--- config.mk ---
export PLATFORM = sky130hd
export DESIGN_NAME = sign_mag_display
export DESIGN_NICKNAME = d
export VERILOG_FILES = /design/src/rtl/sign_mag_display_pkg.sv /design/src/rtl/sign_mag_display_bcd_to_seven_seg.sv /design/src/rtl/sign_mag_display.sv
export SDC_FILE = /design/constraint.sdc
export NUM_CORES = 1
export LEC_CHECK = 0
export ABC_AREA = 1
export BUFFER_PORTS_ARGS = -buffer_cell sky130_fd_sc_hd__buf_2
export CORE_AREA = 3 3 91 93
export DETAILED_ROUTE_END_ITERATION = 16
export DIE_AREA = 0 0 94 96
export GPL_TIMING_DRIVEN = 0
export PLACE_DENSITY_LB_ADDON = 0.12
export SYNTH_ARGS = -nofsm -noshare
export SYNTH_HDL_FRONTEND = slang
export SYNTH_HIERARCHICAL = 1
export SYNTH_SLANG_ARGS = --single-unit
--- constraint.sdc ---
create_clock -name clk -period 3.24 [get_ports clk]
set_clock_uncertainty 0.1 [all_clocks]
set_input_delay 0.324 -clock clk [delete_from_list [all_inputs] [get_ports clk]]
set_output_delay 0.324 -clock clk [all_outputs]
set_load 0.05 [all_outputs]
--- src/rtl/sign_mag_display_pkg.sv ---
// rtl/sign_mag_display_pkg.sv - shared states, segment codes and BCD step helper for sign_mag_display
package sign_mag_display_pkg;

    typedef enum logic [1:0] {
        IDLE    = 2'd0,
        CONVERT = 2'd1,
        UPDATE  = 2'd2
    } state_t;

    localparam int NUM_DIGITS = 4;

    // Active-low {g,f,e,d,c,b,a}
    localparam logic [6:0] SEG_0     = 7'b1000000;
    localparam logic [6:0] SEG_1     = 7'b1111001;
    localparam logic [6:0] SEG_2     = 7'b0100100;
    localparam logic [6:0] SEG_3     = 7'b0110000;
    localparam logic [6:0] SEG_4     = 7'b0011001;
    localparam logic [6:0] SEG_5     = 7'b0010010;
    localparam logic [6:0] SEG_6     = 7'b0000010;
    localparam logic [6:0] SEG_7     = 7'b1111000;
    localparam logic [6:0] SEG_8     = 7'b0000000;
    localparam logic [6:0] SEG_9     = 7'b0010000;
    localparam logic [6:0] SEG_MINUS = 7'b0111111;
    localparam logic [6:0] SEG_BLANK = 7'b1111111;

    // One shift-add-3 step on {tens, ones, binary}: correct nibbles >= 5, then shift left
    function automatic logic [13:0] bcd_step(input logic [13:0] sr);
        logic [13:0] t;
        t = sr;
        if (t[9:6] >= 4'd5) begin
            t[9:6] = t[9:6] + 4'd3;
        end
        if (t[13:10] >= 4'd5) begin
            t[13:10] = t[13:10] + 4'd3;
        end
        return {t[12:0], 1'b0};
    endfunction

endpackage

--- src/rtl/sign_mag_display_bcd_to_seven_seg.sv ---
// rtl/sign_mag_display_bcd_to_seven_seg.sv - combinational BCD digit to active-low seven-segment code
module bcd_to_seven_seg
    import sign_mag_display_pkg::*;
(
    input  logic [3:0] bcd,
    input  logic       blank,
    input  logic       minus,
    output logic [6:0] seg
);

    // Blank wins over minus, minus wins over the numeric digit
    always_comb begin
        seg = SEG_BLANK;
        if (blank) begin
            seg = SEG_BLANK;
        end else if (minus) begin
            seg = SEG_MINUS;
        end else begin
            case (bcd)
                4'd0:    seg = SEG_0;
                4'd1:    seg = SEG_1;
                4'd2:    seg = SEG_2;
                4'd3:    seg = SEG_3;
                4'd4:    seg = SEG_4;
                4'd5:    seg = SEG_5;
                4'd6:    seg = SEG_6;
                4'd7:    seg = SEG_7;
                4'd8:    seg = SEG_8;
                4'd9:    seg = SEG_9;
                default: seg = SEG_BLANK;
            endcase
        end
    end

endmodule

--- src/rtl/sign_mag_display.sv ---
// rtl/sign_mag_display.sv - captures a sign/magnitude result, converts to BCD and scans it onto four digits
module sign_mag_display
    import sign_mag_display_pkg::*;
#(
    parameter int SCAN_DIV = 4,
    parameter int MAG_W    = 6
) (
    input  logic             clk,
    input  logic             resetN,
    input  logic             resultValid,
    input  logic             resultSign,
    input  logic [MAG_W-1:0] resultMag,
    output logic             busy,
    output logic [6:0]       segments,
    output logic [3:0]       anodes
);

    localparam int CNT_W = (SCAN_DIV > 1) ? $clog2(SCAN_DIV) : 1;

    state_t           state;
    logic [13:0]      sr;
    logic [2:0]       bit_cnt;
    logic             cap_sign;
    logic [3:0]       ones_r;
    logic [3:0]       tens_r;
    logic             sign_r;

    logic [CNT_W-1:0] scan_cnt;
    logic [1:0]       scan_idx;

    logic [3:0]       ones_n;
    logic [3:0]       tens_n;
    logic             sign_n;
    logic [CNT_W-1:0] cnt_n;
    logic [1:0]       idx_n;
    logic [3:0]       dig_bcd;
    logic             dig_blank;
    logic             dig_minus;
    logic [6:0]       seg_n;
    logic [3:0]       anode_n;

    // Capture, six shift-add-3 steps, then load the displayed digits
    always_ff @(posedge clk or negedge resetN) begin
        if (!resetN) begin
            state    <= IDLE;
            sr       <= '0;
            bit_cnt  <= '0;
            cap_sign <= 1'b0;
            ones_r   <= '0;
            tens_r   <= '0;
            sign_r   <= 1'b0;
            busy     <= 1'b0;
        end else begin
            case (state)
                IDLE: begin
                    if (resultValid) begin
                        sr       <= {8'd0, resultMag};
                        cap_sign <= resultSign;
                        bit_cnt  <= '0;
                        busy     <= 1'b1;
                        state    <= CONVERT;
                    end
                end
                CONVERT: begin
                    sr      <= bcd_step(sr);
                    bit_cnt <= bit_cnt + 3'd1;
                    if (bit_cnt == 3'd5) begin
                        state <= UPDATE;
                    end
                end
                UPDATE: begin
                    ones_r <= sr[9:6];
                    tens_r <= sr[13:10];
                    sign_r <= cap_sign;
                    busy   <= 1'b0;
                    state  <= IDLE;
                end
                default: begin
                    busy  <= 1'b0;
                    state <= IDLE;
                end
            endcase
        end
    end

    // Look ahead at the digit values and scan position the registers are about to hold,
    // so the registered segment output shows a new result on the same edge it is loaded
    always_comb begin
        ones_n = ones_r;
        tens_n = tens_r;
        sign_n = sign_r;
        if (state == UPDATE) begin
            ones_n = sr[9:6];
            tens_n = sr[13:10];
            sign_n = cap_sign;
        end
        cnt_n = scan_cnt + CNT_W'(1);
        idx_n = scan_idx;
        if (scan_cnt == CNT_W'(SCAN_DIV - 1)) begin
            cnt_n = '0;
            idx_n = scan_idx + 2'd1;
        end
        dig_bcd   = ones_n;
        dig_blank = 1'b0;
        dig_minus = 1'b0;
        case (idx_n)
            2'd0: begin
                dig_bcd = ones_n;
            end
            2'd1: begin
                dig_bcd   = tens_n;
                dig_blank = (tens_n == 4'd0);
            end
            2'd2: begin
                // Negative zero shows no minus sign
                dig_minus = sign_n && ((ones_n != 4'd0) || (tens_n != 4'd0));
                dig_blank = !dig_minus;
            end
            default: begin
                dig_blank = 1'b1;
            end
        endcase
        anode_n = ~(NUM_DIGITS'(1) << idx_n);
    end

    bcd_to_seven_seg u_seg (
        .bcd   (dig_bcd),
        .blank (dig_blank),
        .minus (dig_minus),
        .seg   (seg_n)
    );

    // Free-running digit scan with registered, glitch-free segment and anode drive
    always_ff @(posedge clk or negedge resetN) begin
        if (!resetN) begin
            scan_cnt <= '0;
            scan_idx <= '0;
            anodes   <= 4'b1110;
            segments <= SEG_0;
        end else begin
            scan_cnt <= cnt_n;
            scan_idx <= idx_n;
            anodes   <= anode_n;
            segments <= seg_n;
        end
    end

endmodule

* Word level (Yosys, flattened, before mapping)
Memories as Yosys holds them, arrays and structs flattened.
Cells that the tools add are included.
** Storage, ports and cells
- Register bits after elaboration :: 45
- Output and inout port bits :: 12
- Memories kept :: 1
- Word-level logic and storage cells :: 65
- Bits of input ports :: 10
- ROM bits :: 112
** Memory list
- (no name shown) :: words 16, width 7, rd ports 1, clocked after memory_dff 0, write ports 0, RTL line sign_mag_display_bcd_to_seven_seg.sv:19 : case (bcd)
** Operators by class
- Bitwise gates (word level) :: 2
- Shift-type cells :: 1
- Reductions and logical operators :: 13
- Mux-type cells :: 21
- Add/subtract/negate cells :: 5
- $lt $le $gt $ge :: 2
- Equal/unequal tests :: 8
** Operator list (count)
- case mux 14 bit (2 select lines) :: 1
- 2-to-1 mux 4 bit :: 4
- 2-to-1 mux 14 bit :: 1
- 2-to-1 mux 7 bit :: 2
- greater-or-equal comparator 4 x 3 -> 1 bit (second input constant) :: 2
- 2-to-1 mux 2 bit :: 4
- AND reduction 2 bit :: 4
- nonzero test 4 bit :: 2
- == test 2 bit (second input constant) :: 3
- 2-to-1 mux 3 bit :: 2
- case mux 3 bit (2 select lines) :: 1
- adder 2 x 1 -> 2 bit (second input constant) :: 2
- adder 4 x 2 -> 4 bit (second input constant) :: 1
- == test 2 x 1 -> 1 bit (second input constant) :: 2
- logical NOT 2 bit :: 2
- logical NOT 4 bit :: 1
- != test 2 bit (second input constant) :: 2
- inverter 4 bit :: 1
- case mux 2 bit (2 select lines) :: 1
- left shift 1 x 2 -> 4 bit (first input constant) :: 1
- adder 3 x 1 -> 3 bit (second input constant) :: 1
- adder 3 x 2 -> 3 bit (second input constant) :: 1
- == test 3 bit (second input constant) :: 1
- 2-to-1 mux 1 bit :: 3
- 7 further kinds :: 7

* Depth between registers and ports, before layout
Gate-level depths: netlist of run 1.
- Word-level depth :: 8
- Mapped depth :: 15
- Mapped depth without buffers :: 14

* Hierarchy
The synthesis of run 1 kept the hierarchy.
** Modules (own cells, without submodules)
- sign_mag_display :: instances 1, cells an instance 213, area an instance 2003.2 um^2
- bcd_to_seven_seg :: instances 1, cells an instance 38, area an instance 220.2 um^2

* Worst setup path before layout of run 1
Ideal clock, no wire load.
- Path type :: reg-to-reg
- Start :: reg scan_cnt[0]
- End :: reg segments[0]
- Path slack :: 0.922 ns
- Path buffers :: 0
- Data arrival time :: 2.094 ns
- Data required time :: 3.016 ns
- Setup time :: 0.124 ns
- Cell stages (with the launch flop) :: 10
- Clock period less this slack :: 2.318 ns
- Cells stage by stage :: dfrtp_1 > ha_1 > xor2_2 > nand2_2 > o21ai_0 > inv_1 > ha_1 > or2_1 > o211ai_1 > nand2_1
** On the way
- Longest elaborated chain between the ends :: 7
- Elaborated cells between the ends (all ways) :: 11
- Those cells by class :: eq/ne (3); mux (6); reduce/logical (1); memory (1)
** RTL lines
- start: declaration :: RTL line sign_mag_display.sv:28 : logic [CNT_W-1:0] scan_cnt;
- start signal: assignment :: RTL line sign_mag_display.sv:141 : scan_cnt <= cnt_n;
- == test 2 bit :: RTL line sign_mag_display.sv:99 : if (scan_cnt == CNT_W'(SCAN_DIV - 1)) begin
- 2-to-1 mux 2 bit :: RTL line sign_mag_display.sv:99
- named net idx_n[0] :: RTL line sign_mag_display.sv:35 : logic [1:0] idx_n;
- == test 2 x 1 -> 1 bit :: RTL line sign_mag_display.sv:106 : case (idx_n)
- 2-to-1 mux 4 bit :: RTL line sign_mag_display.sv:106
- named net dig_bcd[1] :: RTL line sign_mag_display.sv:36 : logic [3:0] dig_bcd;
- memory read (16 x 7 bit)
- 2-to-1 mux 7 bit :: RTL line sign_mag_display_bcd_to_seven_seg.sv:16 : end else if (minus) begin
- 2-to-1 mux 7 bit :: RTL line sign_mag_display_bcd_to_seven_seg.sv:14 : if (blank) begin
- named net seg_n[0] :: RTL line sign_mag_display.sv:39 : logic [6:0] seg_n;
- end signal: assignment :: RTL line sign_mag_display.sv:144 : segments <= seg_n;
- end: declaration :: RTL line sign_mag_display.sv:14 : output logic [6:0] segments,
The timed path passes the listed nets, and every way through them passes these cells.
A chain may end at the register's enable or synchronous reset.

* Final worst setup path of run 1
Ends and elaborated chain as after synthesis.

==> run metrics, run 1 <==
Final Non-Filler Cells=382; CP startpoint kind=register; relative slew slack=0.310; largest net degree at the start of global routing=46; clock power share=0.160; Layout Utilization=0.337; most used cell, CP=ha_1; multiplexer share of the synthesized area=0.00506; cell taking the most area after synthesis=dfrtp_1; crit share post-route=0.810; GPL Wtd Cong=0.758; Fmax achieved=381 MHz; synth unique cells=31; Peak supply drop=0.291 mV; WP data arrival=2.70 ns; mapped cell area=0.00222 mm2; Cells after DPL=374; Core Area=0.00761 mm2; unrepaired setup endpoints after global routing=false; vias=1626; Synth Area in Compound Gates=0.115; Syn Inst Count=251; run status=complete, no violations; main area contributors after synthesis=dfrtp_1 (46%), nand2_1 (10%), ha_1 (6.8%); H-Tree Level Count=2; number of global-route vias before repair=1584; power per cell area=1010 mW/mm2; CP max stage delay=0.49 ns; Die Y=96 um; setup ws final=0.616 ns; worst slack, placed=0.596 ns; r2r worst-path depth=9; CP Capture Type=register; post-layout minimum cycle time=2.62 ns; post-synthesis adder-cell area fraction=0.0675; # resized after CTS=0; Power Internal=1.43 mW; leakage=1.31 nW; WP data required=3.32 ns; largest family of logic cells by synthesized area=simple AND/OR/NAND/NOR gates; HP Class=input port to async pin; # setup viols final=0; post-CTS setup buffers=0; clock-pin slew on the worst setup and hold paths=0.08 ns; max cap viols=0; Seq/Total Area, Yosys=0.509; Crit path max-delay family=compound AO/OA/AOI/OAI gates; CTS Buf Count=5; WL per Instance=11.2 um; Vias/cell=4.26; share of layout cells above drive strength 1=0.204; Die Wd=94 um; initial antenna violation count=0; Clock Latency Late Sink=0.29 ns; post-synthesis area per instance=8.86 um2; Worst Max-Slew Pin Slew=1.04 ns; switching share of total power=0.449; detailed placement HPWL=3070 um; flops & latches, synth=45; nets@finish=301; crit-path cells=ha_1 -> xor2_2 -> nand2_2 -> o21ai_0 -> inv_1 -> ha_1 -> or2_1 -> o211ai_1 -> nand2_1; final hold viol count=0; 1st-iter DRT viols=37; Setup CP Type=register to register; Logic pwr share=0.498; Pins Over Slew Limit=0; clk sink count=45; critical path depth=9; top-level I/O count=22; antenna fix cells=0; Post-Route Setup TNS=0 ns; Post-Syn Nets=273; Yosys top cell area share=0.461; Bufs and invs on worst path=1; post-layout power=2.60 mW; WHS=0.111 ns; post-synthesis xor/xnor area fraction=0.0152; Layout area overhead=15.3%; hold buffers post-CTS=0; GR Overflow Total=0; WL final=4260 um; Ys Warns=6; first-pass GRT wire length=7290 um; area post-placement=0.00246 mm2; Net Sw Power=1.17 mW; I/O Buffers=21; maximum clock insertion buffer count=2; ANT nets after route=0; fin area=0.00256 mm2; Die Area=0.00902 mm2; worst-path fanout max=9; DRC Markers=0; TritonCTS clock tree=built; Simple-Gate Fraction of Synth Area=0.204; Initial Util=0.292; clk root buf=clkbuf_8; drt first pass iters=4; gr usage total=0.103; Placement Rows=32; Critical-path top delay cell=o21ai_0; Sequential Power Share=0.342
state kept, by name (all words and copies together), names as in the netlist:
register  flops
sr           14
segments      7
anodes        4
ones_r        4
tens_r        4
bit_cnt       3
scan_cnt      2
scan_idx      2
state         2
busy          1
cap_sign      1
sign_r        1
path summary, 6_finish.rpt:
check	start	end	slack (ns)
worst max-delay path	scan_cnt[0]$_DFF_PN0_	segments[0]$_DFF_PN0_	0.62
worst min-delay path	resetN	segments[3]$_DFF_PN0_	0.11
worst max register to register	scan_cnt[0]$_DFF_PN0_	segments[0]$_DFF_PN0_	0.62
worst min register to register	scan_idx[1]$_DFF_PN0_	anodes[3]$_DFF_PN1_	0.32
max in group asynchronous	resetN	anodes[0]$_DFF_PN0_	2.29
min in group clk	resultMag[0]	sr[0]$_DFFE_PN0P_	0.16
synthesized netlist by cell type:
library cell	count
a22oi_1	1
ha_1	12
buf_4	1
mux2_2	1
inv_6	1
inv_4	1
nand2_8	1
xor2_1	2
o211ai_1	1
nand2_1	61
a21oi_4	1
o21ai_0	23
o21ai_1	3
or2_1	1
nand2_2	5
inv_1	35
nand3_4	1
a31oi_1	1
buf_2	2
a21oi_1	14
o22ai_1	3
nor2_2	2
dfstp_2	4
nand3_1	14
nor2_4	1
xor2_2	1
nor2_1	10
or2_2	3
dfrtp_1	41
buf_6	1
inv_2	3
cell type report:
class                   instances  area (um2)
fillers                       823        5040
flip-flops and latches         45        1130
multi-input cells             162         906
inverters                      40         158
well taps                     102         128
repair buffers                 21         105
clock buffers                   6        72.6
clock inverters                 2        35.0
plain buffers                   4        28.8
routing by layer:
layer	vias up	share of wire	GRT usage
li1	845	-	-
met1	756	0.51	0.137
met2	19	0.45	0.164
met3	6	0.027	0.0258
met4	0	0.012	0.0325
met5	-	0	0
cells in the final DEF (no fill, tap or decap), drive strengths merged, types with 3 or more instances in the layout:
cell type  netlist  routed
nand2           67      67
buf              4      25
o21ai           26      26
inv             40      40
nand3           15      15
dfstp            4       4
xor2             3       3
ha              12      12
nor2            13      13
o22ai            3       3
a21oi           15      15
or2              4       4
dfrtp           41      41
clkbuf           0       6
kinds of logic (layout without fill, tap and decap cells):
group	after synthesis	in the layout
AOI/OAI and AO/OA	47	47
DFF	45	45
and+or+nand+nor	99	99
buffers and inverters	44	73
adders and majority gates	12	12
muxes	1	1
xor gates and xnor gates	3	3
power by group through the flow:
stage               registers (mW)  clock network, mW  logic (mW)
floorplan                     1.06                  0       0.845
global placement             0.898                  0        1.30
detailed placement           0.900                  0        1.31
CTS                          0.890              0.442        1.31
global route                 0.914              0.464        1.48
finish                       0.888              0.416        1.29
Power figures use the tool's default switching activity.
==> run 2: changes to the inputs <==
==> constraint.sdc (replaced) <==
create_clock -name clk -period 2.3 [get_ports clk]
set_clock_uncertainty 0.1 [all_clocks]
set_input_delay 0.23 -clock clk [delete_from_list [all_inputs] [get_ports clk]]
set_output_delay 0.23 -clock clk [all_outputs]
set_load 0.05 [all_outputs]
==> run 2 against run 1 <==
  * The run now ends with hold timing left
  * Register-to-register slack lost 0.41 ns
  * Wire length grew 4.7%
  * Power grew 39%
  * Clock-buffer cell count shrank 1
  * Fmax grew 25%
  * First-iteration DRC count grew 65%
  * Non-clock buffer count grew 4
  * Largest cell class unchanged
==> run metrics, run 2 (same netlist as run 1, synthesis figures left out) <==
run status=complete, but fails checks; failing checks=hold timing; worst slack, placed=-0.165 ns; r2r worst-path depth=9; reg2reg setup slack=0.20 ns; crit share post-route=0.911; GPL Wtd Cong=0.731; Reg-to-Reg End=segments[0]$_DFF_PN0_; CTS Buf Count=5; power per cell area=1390 mW/mm2; number of global-route vias before repair=1630; area of the multi-input gates=946 um2; unrepaired setup endpoints after global routing=false; Reg area=0.00113 mm2; TritonCTS clock tree=built; vias=1680; clock-pin slew on the worst setup and hold paths=0.10 ns; 1st-iter DRT viols=61; Crit path max-delay family=adder cells; H-Tree Level Count=2; Critical-path top delay cell=dfrtp_1; max cap viols=0; relative slew slack=0.324; Sequential Power Share=0.346; initial antenna violation count=0; I/O Buffers=21; Setup CP Type=register to register; commonest non-fill, non-tap cells in the layout=nand2_1 (61), dfrtp_1 (41), inv_1 (35); Logic pwr share=0.517; most common cell after layout, fill and taps aside=nand2_1; switching share of total power=0.468; leakage=1.32 nW; Cells after DPL=374; maximum clock insertion buffer count=2; clock power share=0.137; ANT nets after route=0; DRC Markers=0; first-pass GRT wire length=7550 um; Peak supply drop=0.502 mV; gr usage total=0.106; share of layout cells above drive strength 1=0.232; Worst Max-Slew Pin Slew=1.01 ns; largest net degree at the start of global routing=46; nets@finish=306; CP startpoint kind=register; CP Capture Type=register; Die Wd=94 um; Net Sw Power=1.69 mW; detailed placement HPWL=3060 um; Bufs and invs on worst path=1; # setup viols final=0; fillers=804; antenna fix cells=0; Die Area=0.00902 mm2; Placement Rows=32; WP data required=2.38 ns; GR Overflow Total=0; WL final=4460 um; top-level I/O count=22; Most flops, register=sr; setup ws final=0.205 ns; Fmax achieved=477 MHz; biggest regs=sr: 14 flops, segments: 7 flops; number of flip-flops in the largest register=14; Power Internal=1.92 mW; Vias/cell=4.34; Core Area=0.00761 mm2; HP Class=input port to async pin; Layout area overhead=17.5%; clk root buf=clkbuf_8; clk sink count=45; crit-path cells=ha_2 -> xor2_4 -> nand2_4 -> o21ai_4 -> inv_1 -> ha_1 -> or2_1 -> o211ai_1 -> nand2_1; WHS=-0.00219 ns; drt first pass iters=4; Clock Latency Late Sink=0.30 ns; WP data arrival=2.18 ns; Pins Over Slew Limit=0; Critical R2R Launch=scan_cnt[0]$_DFF_PN0_; final hold viol count=2; Die Y=96 um; WL per Instance=11.5 um; Final Non-Filler Cells=387; Initial Util=0.292; worst-path fanout max=6; CP max stage delay=0.39 ns; post-layout minimum cycle time=2.10 ns
==> run 2: final cells by class <==
type	count	share of cell area
plain buffers	4	0.0110
clock buffers	5	0.0263
clock inverters	3	0.00670
inverters	40	0.0603
multi-input cells	163	0.362
flip-flops and latches	45	0.433
well taps	102	0.0489
repair buffers	25	0.0517
==> run 2: power groups by stage <==
stage | combinational (mW) | sequential [mW] | clock [mW]
5_1_grt | 2.15 | 1.29 | 0.552
3_5_place_dp | 1.84 | 1.27 | 0
3_3_place_gp | 1.84 | 1.26 | 0
2_1_floorplan | 1.19 | 1.50 | 0
4_1_cts | 1.86 | 1.25 | 0.528
6_report | 1.87 | 1.25 | 0.496
==> run 2: through the flow <==
stage / TNS [ns] / area, um2 / util / total power [mW] / hold WS (ns)
detailed placement: -0.602 / 2460 / 0.323 / 3.11 / 0.320
CTS: -0.0119 / 2550 / 0.335 / 3.64 / 0.0349
global placement: -0.733 / 2460 / 0.323 / 3.10 / 0.316
global route: 0 / 2610 / 0.343 / 3.99 / 0.0573
finish: 0 / 2610 / 0.343 / 3.62 / -0.00219
floorplan: 0 / 2220 / - / 2.69 / -0.166
==> run 2: per-layer routing <==
metal	wire, um	vias to the layer above	global-route usage
met5	0	-	0
li1	-	865	-
met4	42	0	0.0325
met2	1970	21	0.166
met1	2320	790	0.148
met3	124	4	0.0235
==> run 2: timing repair <==
action,4_1_cts,5_1_grt
gates resized for setup,4,5
setup buffers,0,4
gates cloned,0,1
setup endpoints to repair,7,7
pin swaps,1,3
hold buffers,0,0
==> run 2: worst max-delay path by stage <==
stage | from | to | slack (ns) | cells after the start
finish | scan_cnt[0]$_DFF_PN0_ | segments[0]$_DFF_PN0_ | 0.20 | 9
global route | scan_cnt[0]$_DFF_PN0_ | segments[0]$_DFF_PN0_ | 0.07 | 9
CTS | scan_cnt[0]$_DFF_PN0_ | segments[0]$_DFF_PN0_ | -0.01 | 9
detailed placement | scan_cnt[0]$_DFF_PN0_ | segments[3]$_DFF_PN0_ | -0.16 | 9
global placement | scan_cnt[0]$_DFF_PN0_ | segments[3]$_DFF_PN0_ | -0.18 | 9
floorplan | scan_cnt[0]$_DFF_PN0_ | segments[0]$_DFF_PN0_ | 0.13 | 9
